--- src/rtl/rom_arb_pkg.sv ---
// Shared types and helpers for the two-port BRAM read arbiter.
package rom_arb_pkg;

  localparam int unsigned ADDR_W = 32;
  localparam int unsigned DATA_W = 32;

  typedef enum logic {
    PORT_I = 1'b0,
    PORT_D = 1'b1
  } arb_port_e;

  typedef struct packed {
    logic      vld;
    arb_port_e port;
    logic      err;
  } rsp_tag_t;

  // Compare one bit wider than the address so the top of the address space cannot wrap.
  function automatic logic addr_err(input logic [ADDR_W-1:0] addr,
                                    input logic [ADDR_W:0]   limit_bytes);
    logic misaligned;
    logic out_of_range;
    misaligned   = (addr[1:0] != 2'b00);
    out_of_range = ({1'b0, addr} >= limit_bytes);
    return misaligned | out_of_range;
  endfunction

  function automatic arb_port_e other_port(input arb_port_e p);
    return (p == PORT_I) ? PORT_D : PORT_I;
  endfunction

endpackage

--- src/rtl/rom_port_arbiter_chk.sv ---
// Protocol checks for the arbiter ports; simulation-only properties.
module rom_port_arbiter_chk (
  input logic        clk_i,
  input logic        rstn_i,
  input logic        ireq_i,
  input logic [31:0] iaddr_i,
  input logic        igrant_i,
  input logic        irvalid_i,
  input logic        dreq_i,
  input logic [31:0] daddr_i,
  input logic        dgrant_i,
  input logic        drvalid_i
);

  a_ireq_held: assert property (@(posedge clk_i) disable iff (!rstn_i)
    (ireq_i && !igrant_i) |=> ireq_i);

  a_dreq_held: assert property (@(posedge clk_i) disable iff (!rstn_i)
    (dreq_i && !dgrant_i) |=> dreq_i);

  a_iaddr_stable: assert property (@(posedge clk_i) disable iff (!rstn_i)
    (ireq_i && !igrant_i) |=> $stable(iaddr_i));

  a_daddr_stable: assert property (@(posedge clk_i) disable iff (!rstn_i)
    (dreq_i && !dgrant_i) |=> $stable(daddr_i));

  a_one_grant: assert property (@(posedge clk_i) disable iff (!rstn_i)
    !(igrant_i && dgrant_i));

  a_one_rvalid: assert property (@(posedge clk_i) disable iff (!rstn_i)
    !(irvalid_i && drvalid_i));

endmodule

--- src/rtl/rom_port_arbiter_rr_arb2.sv ---
// Two-way round-robin arbiter; owns the priority pointer.
module rr_arb2
  import rom_arb_pkg::*;
#(
  parameter arb_port_e RESET_PRIO = PORT_I
) (
  input  logic       clk_i,
  input  logic       rstn_i,
  input  logic [1:0] req_i,
  output logic [1:0] gnt_o
);

  arb_port_e prio_q;
  arb_port_e prio_d;

  // Priority pointer register
  always_ff @(posedge clk_i) begin
    if (!rstn_i) begin
      prio_q <= RESET_PRIO;
    end else begin
      prio_q <= prio_d;
    end
  end

  // Grant decode; the pointer only moves on a genuine conflict
  always_comb begin
    gnt_o  = 2'b00;
    prio_d = prio_q;
    if (!rstn_i) begin
      gnt_o  = 2'b00;
      prio_d = prio_q;
    end else begin
      case (req_i)
        2'b01:   gnt_o = 2'b01;
        2'b10:   gnt_o = 2'b10;
        2'b11: begin
          gnt_o  = (prio_q == PORT_I) ? 2'b01 : 2'b10;
          prio_d = other_port(prio_q);
        end
        default: gnt_o = 2'b00;
      endcase
    end
  end

endmodule

--- src/rtl/rom_port_arbiter.sv ---
// Shares one 1-cycle-latency BRAM between instruction-fetch and data-load ports,
// steering each read response back to the port that was granted.
module rom_port_arbiter
  import rom_arb_pkg::*;
#(
  parameter int unsigned MEM_SIZE_WORDS = 2**12,
  parameter bit          RESET_PRIO_D   = 1'b0
) (
  input  logic              clk_i,
  input  logic              rstn_i,
  input  logic              ireq_i,
  input  logic [ADDR_W-1:0] iaddr_i,
  output logic              igrant_o,
  output logic              irvalid_o,
  output logic [DATA_W-1:0] irdata_o,
  output logic              ierr_o,
  input  logic              dreq_i,
  input  logic [ADDR_W-1:0] daddr_i,
  output logic              dgrant_o,
  output logic              drvalid_o,
  output logic [DATA_W-1:0] drdata_o,
  output logic              derr_o,
  output logic [ADDR_W-1:0] mem_addr_o,
  input  logic [DATA_W-1:0] mem_rdata_i
);

  localparam logic [ADDR_W:0] MEM_BYTES = (ADDR_W+1)'(MEM_SIZE_WORDS) * 33'd4;

  logic [1:0]        req;
  logic [1:0]        gnt;
  logic              any_gnt;
  logic [ADDR_W-1:0] win_addr;
  logic [ADDR_W-1:0] last_addr_q;
  logic [ADDR_W-1:0] last_addr_d;
  rsp_tag_t          rsp_q;
  rsp_tag_t          rsp_d;
  logic              rsp_live;

  assign req = {dreq_i, ireq_i};

  rr_arb2 #(
    .RESET_PRIO (arb_port_e'(RESET_PRIO_D))
  ) u_arb (
    .clk_i  (clk_i),
    .rstn_i (rstn_i),
    .req_i  (req),
    .gnt_o  (gnt)
  );

  assign igrant_o = gnt[PORT_I];
  assign dgrant_o = gnt[PORT_D];
  assign any_gnt  = |gnt;

  // Address mux, error tagging and next-state for the response stage
  always_comb begin
    win_addr    = iaddr_i;
    last_addr_d = last_addr_q;
    rsp_d       = '{vld: 1'b0, port: PORT_I, err: 1'b0};
    if (gnt[PORT_D]) begin
      win_addr = daddr_i;
    end else begin
      win_addr = iaddr_i;
    end
    if (any_gnt) begin
      last_addr_d = win_addr;
      rsp_d.vld   = 1'b1;
      rsp_d.port  = gnt[PORT_D] ? PORT_D : PORT_I;
      rsp_d.err   = addr_err(win_addr, MEM_BYTES);
    end else begin
      last_addr_d = last_addr_q;
    end
  end

  assign mem_addr_o = any_gnt ? win_addr : last_addr_q;

  // Response tag and last-address registers
  always_ff @(posedge clk_i) begin
    if (!rstn_i) begin
      rsp_q       <= '{vld: 1'b0, port: PORT_I, err: 1'b0};
      last_addr_q <= '0;
    end else begin
      rsp_q       <= rsp_d;
      last_addr_q <= last_addr_d;
    end
  end

  // A pending response is dropped as soon as reset is asserted
  assign rsp_live = rsp_q.vld & rstn_i;

  // Steer the BRAM data to the owning port; everything idles at zero
  always_comb begin
    irvalid_o = 1'b0;
    ierr_o    = 1'b0;
    irdata_o  = 32'h0000_0000;
    drvalid_o = 1'b0;
    derr_o    = 1'b0;
    drdata_o  = 32'h0000_0000;
    if (rsp_live) begin
      case (rsp_q.port)
        PORT_I: begin
          irvalid_o = 1'b1;
          ierr_o    = rsp_q.err;
          irdata_o  = rsp_q.err ? 32'h0000_0000 : mem_rdata_i;
        end
        PORT_D: begin
          drvalid_o = 1'b1;
          derr_o    = rsp_q.err;
          drdata_o  = rsp_q.err ? 32'h0000_0000 : mem_rdata_i;
        end
        default: begin
          irvalid_o = 1'b0;
          drvalid_o = 1'b0;
        end
      endcase
    end else begin
      irvalid_o = 1'b0;
      drvalid_o = 1'b0;
    end
  end

  rom_port_arbiter_chk u_chk (
    .clk_i     (clk_i),
    .rstn_i    (rstn_i),
    .ireq_i    (ireq_i),
    .iaddr_i   (iaddr_i),
    .igrant_i  (igrant_o),
    .irvalid_i (irvalid_o),
    .dreq_i    (dreq_i),
    .daddr_i   (daddr_i),
    .dgrant_i  (dgrant_o),
    .drvalid_i (drvalid_o)
  );

endmodule

--- config.mk ---
export PLATFORM = sky130hd
export DESIGN_NAME = rom_port_arbiter
export DESIGN_NICKNAME = d
export VERILOG_FILES = /design/src/rtl/rom_arb_pkg.sv /design/src/rtl/rom_port_arbiter_chk.sv /design/src/rtl/rom_port_arbiter_rr_arb2.sv /design/src/rtl/rom_port_arbiter.sv
export SDC_FILE = /design/constraint.sdc
export NUM_CORES = 1
export LEC_CHECK = 0
export CAP_MARGIN = 30
export CORE_UTILIZATION = 34
export DETAILED_ROUTE_END_ITERATION = 6
export GPL_TIMING_DRIVEN = 1
export PLACE_DENSITY = 0.91
export SLEW_MARGIN = 20
export SYNTH_ARGS = -nofsm -noshare
export SYNTH_HDL_FRONTEND = slang
export SYNTH_SLANG_ARGS = --single-unit
--- constraint.sdc ---
create_clock -name clk_i -period 3.68 [get_ports clk_i]
set_input_delay 0.552 -clock clk_i [delete_from_list [all_inputs] [get_ports clk_i]]
set_output_delay 0.552 -clock clk_i [all_outputs]
set_load 0.005 [all_outputs]
==> Word-level counts from Yosys, hierarchy flattened <==
Index checks and enable logic that the tools add are counted.
{ "word_totals": {"register_bits": 36, "input_bits": 100, "output_inout_bits": 102, "word_cells": 35} }
{ "op_classes": {"n_lt_le_gt_ge": 1, "n_eq_ne": 3, "n_mux": 21, "n_bitwise": 2, "n_reduce_logical": 3} }
{ "ops": {"columns": ["op", "n"], "rows": [
  ["$mux 32", 7],
  ["$ge 32x15->1 const B", 1],
  ["$mux 1", 10],
  ["$pmux 2 s3", 1],
  ["$eq 2x2->1 const B", 2],
  ["$mux 2", 2],
  ["$mux 3", 1],
  ["$eq 2x1->1 const B", 1],
  ["$reduce_and 2->1", 1],
  ["$reduce_bool 2->1", 1],
  ["$reduce_or 2->1", 1],
  ["$and 1x1->1", 1],
  ["$or 1x1->1", 1]
]} }

==> Logic depth before layout (Yosys ltp) <==
Gate-level depths: netlist of the first run.
{ "depth": {"word_depth": 7, "mapped_depth": 7, "depth_no_buf": 5} }

==> Cells and area by module <==
Synthesis of the first run repeated with hierarchy kept, for this count alone.
{ "hier_totals": {"hier_cells": 318, "hier_area_um2": 2245.9} }
{ "by_module_without_submodules": {"columns": ["module", "instances", "cells_each", "area_each_um2", "seq_area_each_um2"], "rows": [
  ["rom_port_arbiter", 1, 308, 2180.8, 700.7],
  ["rr_arb2", 1, 10, 65.1, 20.0]
]} }

==> Worst setup path after synthesis of the first run <==
OpenSTA, ideal clock, no wires.
{ "synth_timing": {"path_kind": "input port to output port", "from": "input ireq_i", "to": "output mem_addr_o[14]", "arrival_ps": 1574, "setup_slack_ps": 1554, "path_stages": 7, "cell_sequence": "nor2b_1 or2_1 buf_2 buf_6 clkinv_4 mux2i_1 a21oi_1"} }
{ "synth_via": {"elab_chain_cells": 5, "elab_cells_between_ends": 8} }
{ "synth_rtl": {"columns": ["element", "line_no", "rtl"], "rows": [
  ["start, declared", "rom_port_arbiter.sv:11", "input logic ireq_i,"],
  ["$eq 2x2->1 or $eq 2x1->1 (tied branches)", "rom_port_arbiter_rr_arb2.sv:33", "case (req_i)"],
  ["$pmux 2 s3 *", "rom_port_arbiter_rr_arb2.sv:33", null],
  ["$mux 2 *", "rom_port_arbiter_rr_arb2.sv:29", "if (!rstn_i) begin"],
  ["via dgrant_o", "rom_port_arbiter.sv:19", "output logic dgrant_o,"],
  ["$mux 32 or $reduce_or 2->1 (tied branches)", "rom_port_arbiter.sv:59, rom_port_arbiter.sv:52", null],
  ["$mux 32 *", null, null],
  ["end, declared", "rom_port_arbiter.sv:23", "output logic [ADDR_W-1:0] mem_addr_o,"]
]} }
The timed path passes the listed nets; every way through them passes the cells marked *.

==> Worst setup path in the final report of the first run <==
{ "layout_timing": {"from": "input ireq_i", "to": "output mem_addr_o[20]"} }
{ "layout_via": {"elab_chain_cells": 5, "elab_cells_between_ends": 8} }
{ "layout_rtl": {"columns": ["element", "line_no"], "rows": [
  ["$eq 2x2->1 or $eq 2x1->1 (tied branches)", "rom_port_arbiter_rr_arb2.sv:33"],
  ["$pmux 2 s3 *", "rom_port_arbiter_rr_arb2.sv:33"],
  ["$mux 2 *", "rom_port_arbiter_rr_arb2.sv:29"],
  ["$mux 32 or $reduce_or 2->1 (tied branches)", "rom_port_arbiter.sv:59, rom_port_arbiter.sv:52"],
  ["$mux 32 *", null]
]} }
Mark *: on every way between the ends. The rest lies on a longest branch, timed or not.

==> reports/qor.csv, run 1 <==
metric,value,unit
drt-pass1-iter-count,7,
areaGrowthSynthToFinish,95.51,%
p_clk_frac,0.257,
min_path_cells,2,
hold-path-endpoint,last_addr_q[15],
post-route-min-period,3337,ps
worst_ep_arrival,2780,ps
worst_skew_pair_latency,280,ps
global_route.overflow_total,0,
power,1.152,mW
cts_buffers,5,
rsz0062_at_grt,false,
worstSetupStartpointType,input port,
pre_cts_ws,326.7,ps
timing.hold.worst.class,reg2reg,
slowest_stage,sky130_fd_sc_hd__clkdlybuf4s50_1,
crit_path_end_kind,output port,
hold_slack,541.0,ps
max_freq,299.7,MHz
dr_total_vias,3060,
switchingPower,0.3335,mW
dpl.cell_count,582,
instances_no_fill,591,
max-slew-margin-rel,0.6001,
design.final.nets,613,
cp.required,3130,ps
overall_die_area,7055,µm²
antenna_cells,0,
ys_types,27,
synth_top_area_frac,0.3153,
die_w,84.00,µm
cts_setup_buffers,0,
internal_power,0.8189,mW
finalCoreUtilization,0.6959,
ioPinCount,202,
final_layout_size_suffix_gt1_frac,0.04864,
timing.setup.critical_path_class,in2out,
cpPeakStageDelay,510,ps
grtUsageTotal,0.2466,
post_synth.cell_area_avg,7.034,µm²
detailed_place_hpwl,7158,µm
core-area,6422,µm²
cts_num_sinks,36,
ys_warn_count,0,
cellPowerDensity,257.8,nW/µm²
worstHoldStart,last_addr_q[15],
worst_path_most_repeated_cell,sky130_fd_sc_hd__clkdlybuf4s50_1,
post_cts.resized_instances,0,
layout_commonest_cell,sky130_fd_sc_hd__clkdlybuf4s50_1,
cap_viol_max_count,0,
remaining_drc_errors,30,
initial_core_util,0.3559,
crit-reg2reg-launch,u_arb.prio_q,
synthesis.area,2286,µm²
finalWirelength,8964,µm
die_height,84.00,µm
synth-seq-cells,36,
gp_routability_congestion,0.8834,
cts.hold.buffers_added,0,
detailed_place.area,4344,µm²
syn_nets,425,
worst-path-max-fanout,20,
setup-tns-final,0,ps
setup-violations-final,0,
largest_net_degree_at_the_start_of_global_routing,73,
power.ir.vdd_worst,0.2535,mV
wl_per_cell,15.17,µm
synth_seq_area_share,0.3153,
rrSetupSlack,1970,ps
via_count_of_the_first_global_routing_pass,2920,
standard_cell_row_count,29,
path_clk_slew,80,ps
route.antenna.remaining_nets,0,
commonest_cells_after_routing_fill_and_taps_aside,"201 x sky130_fd_sc_hd__clkdlybuf4s50_1, 100 x sky130_fd_sc_hd__nor2_1, 38 x sky130_fd_sc_hd__nand2_1",
p_comb_frac,0.371,
path_cells,clkdlybuf4s50_1 -> nor2b_1 -> or2_2 -> buf_12 -> mux2i_1 -> a21oi_1 -> clkdlybuf4s50_1,
post-synth-top-area-cell,sky130_fd_sc_hd__dfxtp_1,
clock_path_buffers,2,
grt_first_pass_wirelength,13780,µm
cts_root_buf,sky130_fd_sc_hd__clkbuf_8,
detailedRoute.firstIterationViolations,117,
antenna_found_initial,0,
finalHoldViolations,0,
tritoncts,done,
fin_worst_skew,7.900,ps
via_per_inst,5.178,
htreeDepth,2,
worst_reg2reg_path_length_in_cells,5,
netSwitchingFraction,0.2894,
yosys-top-cells-area,"sky130_fd_sc_hd__dfxtp_1 32%, sky130_fd_sc_hd__nor2_1 16%, sky130_fd_sc_hd__mux2i_1 14%",
slew_viol_final,0,
p_leak,1.802,nW
seqPwrFrac,0.372,
violations,design-rule violations,
worst-slew-pin-transition,599.8,ps
buffer_ports.inserted,201,
stdcell_area,4469,µm²
syn-instance-count,325,
finalCritPeriodShare,0.9067,
layout_setup_ws,343.2,ps
regToRegEndpoint,last_addr_q[20],
outcome,"complete, but fails checks",
-- how the worst max path moves through the flow --
| stage | from | depth (start not counted) | to |
|---|---|---|---|
| 2_1_floorplan | ireq_i | 7 | mem_addr_o[14] |
| 3_3_place_gp | dreq_i | 7 | mem_addr_o[15] |
| 3_5_place_dp | ireq_i | 7 | mem_addr_o[3] |
| 4_1_cts | ireq_i | 7 | mem_addr_o[3] |
| 5_1_grt | ireq_i | 7 | mem_addr_o[3] |
| 6_report | ireq_i | 7 | mem_addr_o[20] |
-- kinds of logic after synthesis --
| kind of cell | after synthesis | synth area share |
|---|---|---|
| buffers and inverters | 33 | 0.06677 |
| and+or+nand+nor | 153 | 0.2677 |
| muxes | 32 | 0.1401 |
| DFF | 36 | 0.3153 |
| AOI/OAI and AO/OA | 70 | 0.2064 |
| xor gates and xnor gates | 1 | 0.003832 |
-- final cells by class --
| type | instances | area [µm²] |
|---|---|---|
| Sequential cell | 36 | 720.7 |
| Timing Repair Buffer | 208 | 2110 |
| Clock inverter | 2 | 15.01 |
| Clock buffer | 6 | 82.58 |
| Tap cell | 77 | 96.34 |
| Multi-Input combinational cell | 256 | 1418 |
| Fill cell | 522 | 1953 |
| Inverter | 6 | 27.53 |
-- state kept, by name (all words and copies together), names as in the netlist --
signal,flops
last_addr_q,32
u_arb.prio_q,1
rsp_q,3
-- per-layer routing --
layer	share of wire	wire length [µm]	global-route usage	vias to the layer above
met2	0.54	4845	0.4918	167
li1	-	-	-	1493
met5	0	0	0	-
met3	0.078	703	0.05737	25
met4	0.036	327	0.1129	0
met1	0.34	3088	0.2347	1375
-- synthesized netlist by cell type (all sizes together) --
cell / n
nor2: 101
nand2: 38
dfxtp: 36
a21oi: 33
a211oi: 32
mux2i: 32
clkbuf: 17
buf: 10
nor4: 9
clkinv: 3
inv: 3
or2: 2
a21boi: 1
nand3: 1
nor2b: 1
o2111ai: 1
o211ai: 1
o21ai: 1
o31ai: 1
or4: 1
xor2: 1
-- power groups by stage --
stage | Clock, mW | Combinational (mW) | Sequential (mW)
floorplan | 0 | 0.168 | 0.435
global placement | 0 | 0.409 | 0.437
detailed placement | 0 | 0.420 | 0.438
CTS | 0.301 | 0.423 | 0.429
global route | 0.321 | 0.461 | 0.432
finish | 0.296 | 0.427 | 0.429
-- worst max-delay path, delay by kind of cell --
kind	cells	cell delay (ps)
simple gates	2	610
mux	1	290
compound gates	1	110
buf+inv	3	1210
(Power assumes the default switching activity.)
==> run 2: changes to the inputs <==
- CELL_PAD_IN_SITES_DETAIL_PLACEMENT: not set -> 1
- CELL_PAD_IN_SITES_GLOBAL_PLACEMENT: not set -> 2
- CORE_UTILIZATION: 34 -> 16
- PLACE_DENSITY: 0.91 -> 0.92
==> run 2 against run 1 <==
The flow now finishes without violations. Worst hold slack got worse by 2.1 ps. Sequential share of layout area down 0.59 points. Clock skew fell by 1.5 ps. Highest routed layer unchanged. Critical path depth stayed put. Worst setup slack worse by 66 ps.
==> reports/qor.csv, run 2 (same netlist as run 1, synthesis figures left out) <==
metric,value,unit,change
outcome,completed,,
grt_first_pass_wirelength,15470,µm,+12%
worst-slew-pin-transition,637.9,ps,+38.05 ps
largest_net_degree_at_the_start_of_global_routing,78,,+6.8%
p_leak,1.831,nW,+1.6%
commonest_cells_after_routing_fill_and_taps_aside,"201 x sky130_fd_sc_hd__clkdlybuf4s50_1, 100 x sky130_fd_sc_hd__nor2_1, 38 x sky130_fd_sc_hd__nand2_1",,
route.antenna.remaining_nets,0,,unchanged
cts_num_sinks,36,,unchanged
clock_path_buffers,2,,unchanged
crit_path_end_kind,output port,,
post-route-min-period,3403,ps,+66.00 ps
worst_ep_arrival,2850,ps,+70 ps
antenna_found_initial,0,,unchanged
die_height,121.5,µm,+45%
core-area,13930,µm²,+120%
die_w,121.5,µm,+45%
cts.hold.buffers_added,0,,unchanged
design.final.nets,614,,+0.16%
worst-path-max-fanout,12,,-40%
rrSetupSlack,1960,ps,about the same
final_layout_size_suffix_gt1_frac,0.05049,,+0.001847
tritoncts,done,,
worstSetupStartpointType,input port,,
antenna_cells,0,,unchanged
largest_register_ffs,32,,unchanged
grtUsageTotal,0.1319,,-0.1148
via_per_inst,4.344,,-16%
setup-tns-final,0,ps,unchanged
cts_setup_buffers,0,,unchanged
finalCritPeriodShare,0.9247,,+0.01793
layout_top_registers,"last_addr_q x32, rsp_q x3, u_arb.prio_q x1",,
fillerInstances,1652,,+220%
finalWirelength,9863,µm,+10%
setup-violations-final,0,,unchanged
power.ir.vdd_worst,0.1411,mV,-44%
htreeDepth,2,,unchanged
gp_routability_congestion,0.7320,,-17%
areaGrowthSynthToFinish,103.0,%,
fin_worst_skew,6.422,ps,-1.478 ps
wl_per_cell,14.19,µm,-6.4%
slew_viol_final,0,,unchanged
post_cts.resized_instances,0,,unchanged
initial_core_util,0.1640,,-0.1919
cts_buffers,5,,unchanged
global_route.overflow_total,0,,unchanged
cts_root_buf,sky130_fd_sc_hd__clkbuf_16,,
standard_cell_row_count,43,,+48%
drt-pass1-iter-count,4,,-3
top_register,last_addr_q,,
rsz0062_at_grt,false,,
dr_total_vias,3019,,-1.3%
via_count_of_the_first_global_routing_pass,3166,,+8.4%
detailed_place_hpwl,7961,µm,+11%
worst_skew_pair_latency,280,ps,about the same
timing.setup.critical_path_class,in2out,,
cp.required,3130,ps,about the same
layout_commonest_cell,sky130_fd_sc_hd__clkdlybuf4s50_1,,
overall_die_area,14770,µm²,+110%
path_clk_slew,50,ps,-30 ps
max-slew-margin-rel,0.5748,,-0.02536
detailedRoute.firstIterationViolations,52,,-56%
finalHoldViolations,0,,unchanged
cellPowerDensity,273.0,nW/µm²,+5.9%
timing.hold.worst.class,reg2reg,,
cap_viol_max_count,0,,unchanged
max_freq,293.9,MHz,-1.9%
buffer_ports.inserted,201,,unchanged
power,1.267,mW,+9.9%
remaining_drc_errors,0,,-100%
ioPinCount,202,,unchanged
==> run 2: through the flow <==
step / worst slack, ps / area, µm² / std cells / util / hold slack [ps]
finish: 277.2 / 4639 / 695 / 0.3329 / 538.9
global route: 92.98 / 4639 / 695 / 0.3329 / 564.7
CTS: 237.9 / 4624 / 694 / 0.3319 / 541.7
detailed placement: 264.3 / 4481 / 686 / 0.3215 / 534.8
global placement: 300.9 / 4481 / 686 / 0.3215 / 521.8
floorplan: 1554 / 2286 / 325 / - / 501.4
==> run 2: layer usage <==
layer / wire length (µm) / track usage / up-vias
met2: 4936 / 0.2507 / 144
li1: - / - / 1503
met5: 0 / 0 / -
met3: 982 / 0.04401 / 12
met1: 3766 / 0.1359 / 1360
met4: 177 / 0.03704 / 0
==> run 2: worst paths after layout <==
check	cells after the start	start	end
max	7	ireq_i	mem_addr_o[23]
min	2	last_addr_q[22]	last_addr_q[22]
max reg2reg	5	u_arb.prio_q	last_addr_q[30]
min reg2reg	2	last_addr_q[22]	last_addr_q[22]
==> run 2: cell type report <==
cell class                      count  area [µm²]  share of cell area
Clock inverter                      3       18.77            0.004045
Timing Repair Buffer              209        2105              0.4536
Tap cell                          180       225.2             0.04854
Clock buffer                        5       125.1             0.02697
Inverter                            6       27.53            0.005933
Sequential cell                    36       720.7              0.1553
Multi-Input combinational cell    256        1418              0.3056
==> run 2: critical path, stage by stage <==
cell	delay, ps
sky130_fd_sc_hd__clkdlybuf4s50_1	520
sky130_fd_sc_hd__nor2b_1	230
sky130_fd_sc_hd__or2_2	420
sky130_fd_sc_hd__clkinv_4	200
sky130_fd_sc_hd__mux2i_1	180
sky130_fd_sc_hd__a21oi_1	180
sky130_fd_sc_hd__clkdlybuf4s50_1	560
==> run 2: where the power goes <==
part	leakage [nW]	switching, mW	internal, mW
Sequential	0.299	0.00830	0.421
Clock	0.0736	0.161	0.249
Combinational	1.46	0.181	0.246
Total	1.83	0.351	0.916
==> run 3: changes to the inputs <==
- MAX_ROUTING_LAYER: not set -> met4
==> run 3 against run 2 <==
Final cell count unchanged. Worst hold slack hardly changed. Die area did not move. Combinational power barely moved. Global-route usage increased by 0.40 points. Highest routed layer unchanged. Wire length is essentially flat.
==> reports/qor.csv, run 3 (same netlist as run 1, synthesis figures left out) <==
metric,value,unit,change
outcome,completed,,
global_route.usage.met3,0.03839,,-0.005618
cp.required,3130,ps,about the same
power,1.267,mW,about the same
timing.setup.critical_path_class,in2out,,
core-area,13930,µm²,unchanged
instances_no_fill,695,,unchanged
post-route-min-period,3406,ps,+3.233 ps
cts_root_buf,sky130_fd_sc_hd__clkbuf_16,,
dpl.cell_count,686,,unchanged
fin_worst_skew,6.254,ps,-0.1681 ps
grt-busiest-layer,met2,,
wl_per_cell,14.20,µm,about the same
crit_path_end_kind,output port,,
detailedRoute.firstIterationViolations,61,,+17%
commonest_cells_after_routing_fill_and_taps_aside,"201 x sky130_fd_sc_hd__clkdlybuf4s50_1, 100 x sky130_fd_sc_hd__nor2_1, 38 x sky130_fd_sc_hd__nand2_1",,
pre_cts_ws,264.3,ps,unchanged
finalCoreUtilization,0.3329,,unchanged
via_count_of_the_first_global_routing_pass,3173,,+0.22%
min_path_cells,2,,unchanged
grtUsageTotal,0.1359,,+0.004000
worst_reg2reg_path_length_in_cells,5,,unchanged
setup-tns-final,0,ps,unchanged
cpPeakStageDelay,560,ps,about the same
cap_viol_max_count,0,,unchanged
antenna_found_initial,0,,unchanged
standard_cell_row_count,43,,unchanged
ioPinCount,202,,unchanged
htreeDepth,2,,unchanged
largest_net_degree_at_the_start_of_global_routing,78,,unchanged
multi_input_area,1418,µm²,unchanged
max-slew-margin-rel,0.5756,,+0.0008840
grt.met2_usage,0.2504,,-0.0003551
worst_skew_pair_latency,280,ps,about the same
max_freq,293.6,MHz,about the same
antenna_cells,0,,unchanged
slowest_stage,sky130_fd_sc_hd__clkdlybuf4s50_1,,
gp_routability_congestion,0.7410,,+1.2%
power.ir.vdd_worst,0.1419,mV,+0.54%
worst-slew-pin-transition,636.5,ps,-1.327 ps
clock_path_buffers,2,,unchanged
die_w,121.5,µm,unchanged
worstSetupStartpointType,input port,,
p_leak,1.831,nW,unchanged
layout_setup_ws,273.9,ps,-3.233 ps
tritoncts,done,,
largest_register_ffs,32,,unchanged
worst_path_most_repeated_cell,sky130_fd_sc_hd__clkdlybuf4s50_1,,
overall_die_area,14770,µm²,unchanged
initial_core_util,0.1640,,unchanged
drt-pass1-iter-count,4,,unchanged
rsz0062_at_grt,false,,
fillerInstances,1648,,-0.24%
buffer_ports.inserted,201,,unchanged
dr_total_vias,3038,,+0.63%
cts_setup_buffers,0,,unchanged
finalHoldViolations,0,,unchanged
cts_buffers,5,,unchanged
via_per_inst,4.371,,+0.63%
path_cells,clkdlybuf4s50_1 -> nor2b_1 -> or2_2 -> clkinv_4 -> mux2i_1 -> a21oi_1 -> clkdlybuf4s50_1,,
setup-violations-final,0,,unchanged
die_height,121.5,µm,unchanged
finalCritPeriodShare,0.9256,,about the same
path_clk_slew,50,ps,about the same
global_route.overflow_total,0,,unchanged
seqCellArea,720.7,µm²,unchanged
final_layout_size_suffix_gt1_frac,0.05049,,unchanged
detailed_place_hpwl,7961,µm,unchanged
top_register,last_addr_q,,
layout_commonest_cell,sky130_fd_sc_hd__clkdlybuf4s50_1,,
post_cts.resized_instances,0,,unchanged
grt_util_met1,0.1399,,+0.004005
design.final.nets,614,,unchanged
timing.hold.worst.class,reg2reg,,
layout_top_registers,"last_addr_q x32, rsp_q x3, u_arb.prio_q x1",,
route.antenna.remaining_nets,0,,unchanged
areaGrowthSynthToFinish,103.0,%,unchanged
worst-path-max-fanout,12,,unchanged
slew_viol_final,0,,unchanged
remaining_drc_errors,0,,unchanged
cts.hold.buffers_added,0,,unchanged
cellPowerDensity,273.1,nW/µm²,about the same
cts_num_sinks,36,,unchanged
worst_ep_arrival,2850,ps,about the same
grt_first_pass_wirelength,15430,µm,-0.27%
finalWirelength,9866,µm,about the same
[run 3: cell counts in the layout (fill, tap and decap cells not counted)]
Identical to the previous run, type by type.
[run 3: critical path, delay by kind of cell]
family | cells | cell delay, ps
buf+inv | 3 | 1280
mux | 1 | 180
compound gates | 1 | 180
simple gates | 2 | 650
[run 3: cell type report]
cell class	count	share of cell area
inverter	6	0.005933
clock buffer	5	0.02697
sequential	36	0.1553
multi-input combinational	256	0.3056
clock inverter	3	0.004045
tap	180	0.04854
timing repair buffer	209	0.4536
[run 3: worst paths after layout]
kind | startpoint | to | slack (ps)
setup / recovery | ireq_i | mem_addr_o[23] | 270
hold / removal | last_addr_q[22] | last_addr_q[22] | 540
hold reg to reg | last_addr_q[22] | last_addr_q[22] | 540
setup reg to reg | u_arb.prio_q | last_addr_q[30] | 1950
[run 3: per-stage QoR]
stage	hold slack, ps	cell area, µm²
3_5_place_dp	534.8	4481
6_report	538.9	4639
5_1_grt	564.7	4639
3_3_place_gp	521.8	4481
2_1_floorplan	501.4	2286
4_1_cts	541.7	4624
[run 3: layer usage]
| metal | part of all wire | vias to the layer above | routed length (µm) |
|---|---|---|---|
| li1 | - | 1505 | - |
| met1 | 0.39 | 1376 | 3822 |
| met2 | 0.50 | 145 | 4982 |
| met3 | 0.092 | 12 | 909 |
| met4 | 0.016 | 0 | 153 |
| met5 | 0 | - | 0 |
[run 3: power by group]
part           internal, mW  leakage [nW]  switching [mW]
logic                 0.246          1.46           0.181
clock network         0.249        0.0736           0.161
registers             0.421         0.299         0.00833
total                 0.916          1.83           0.351
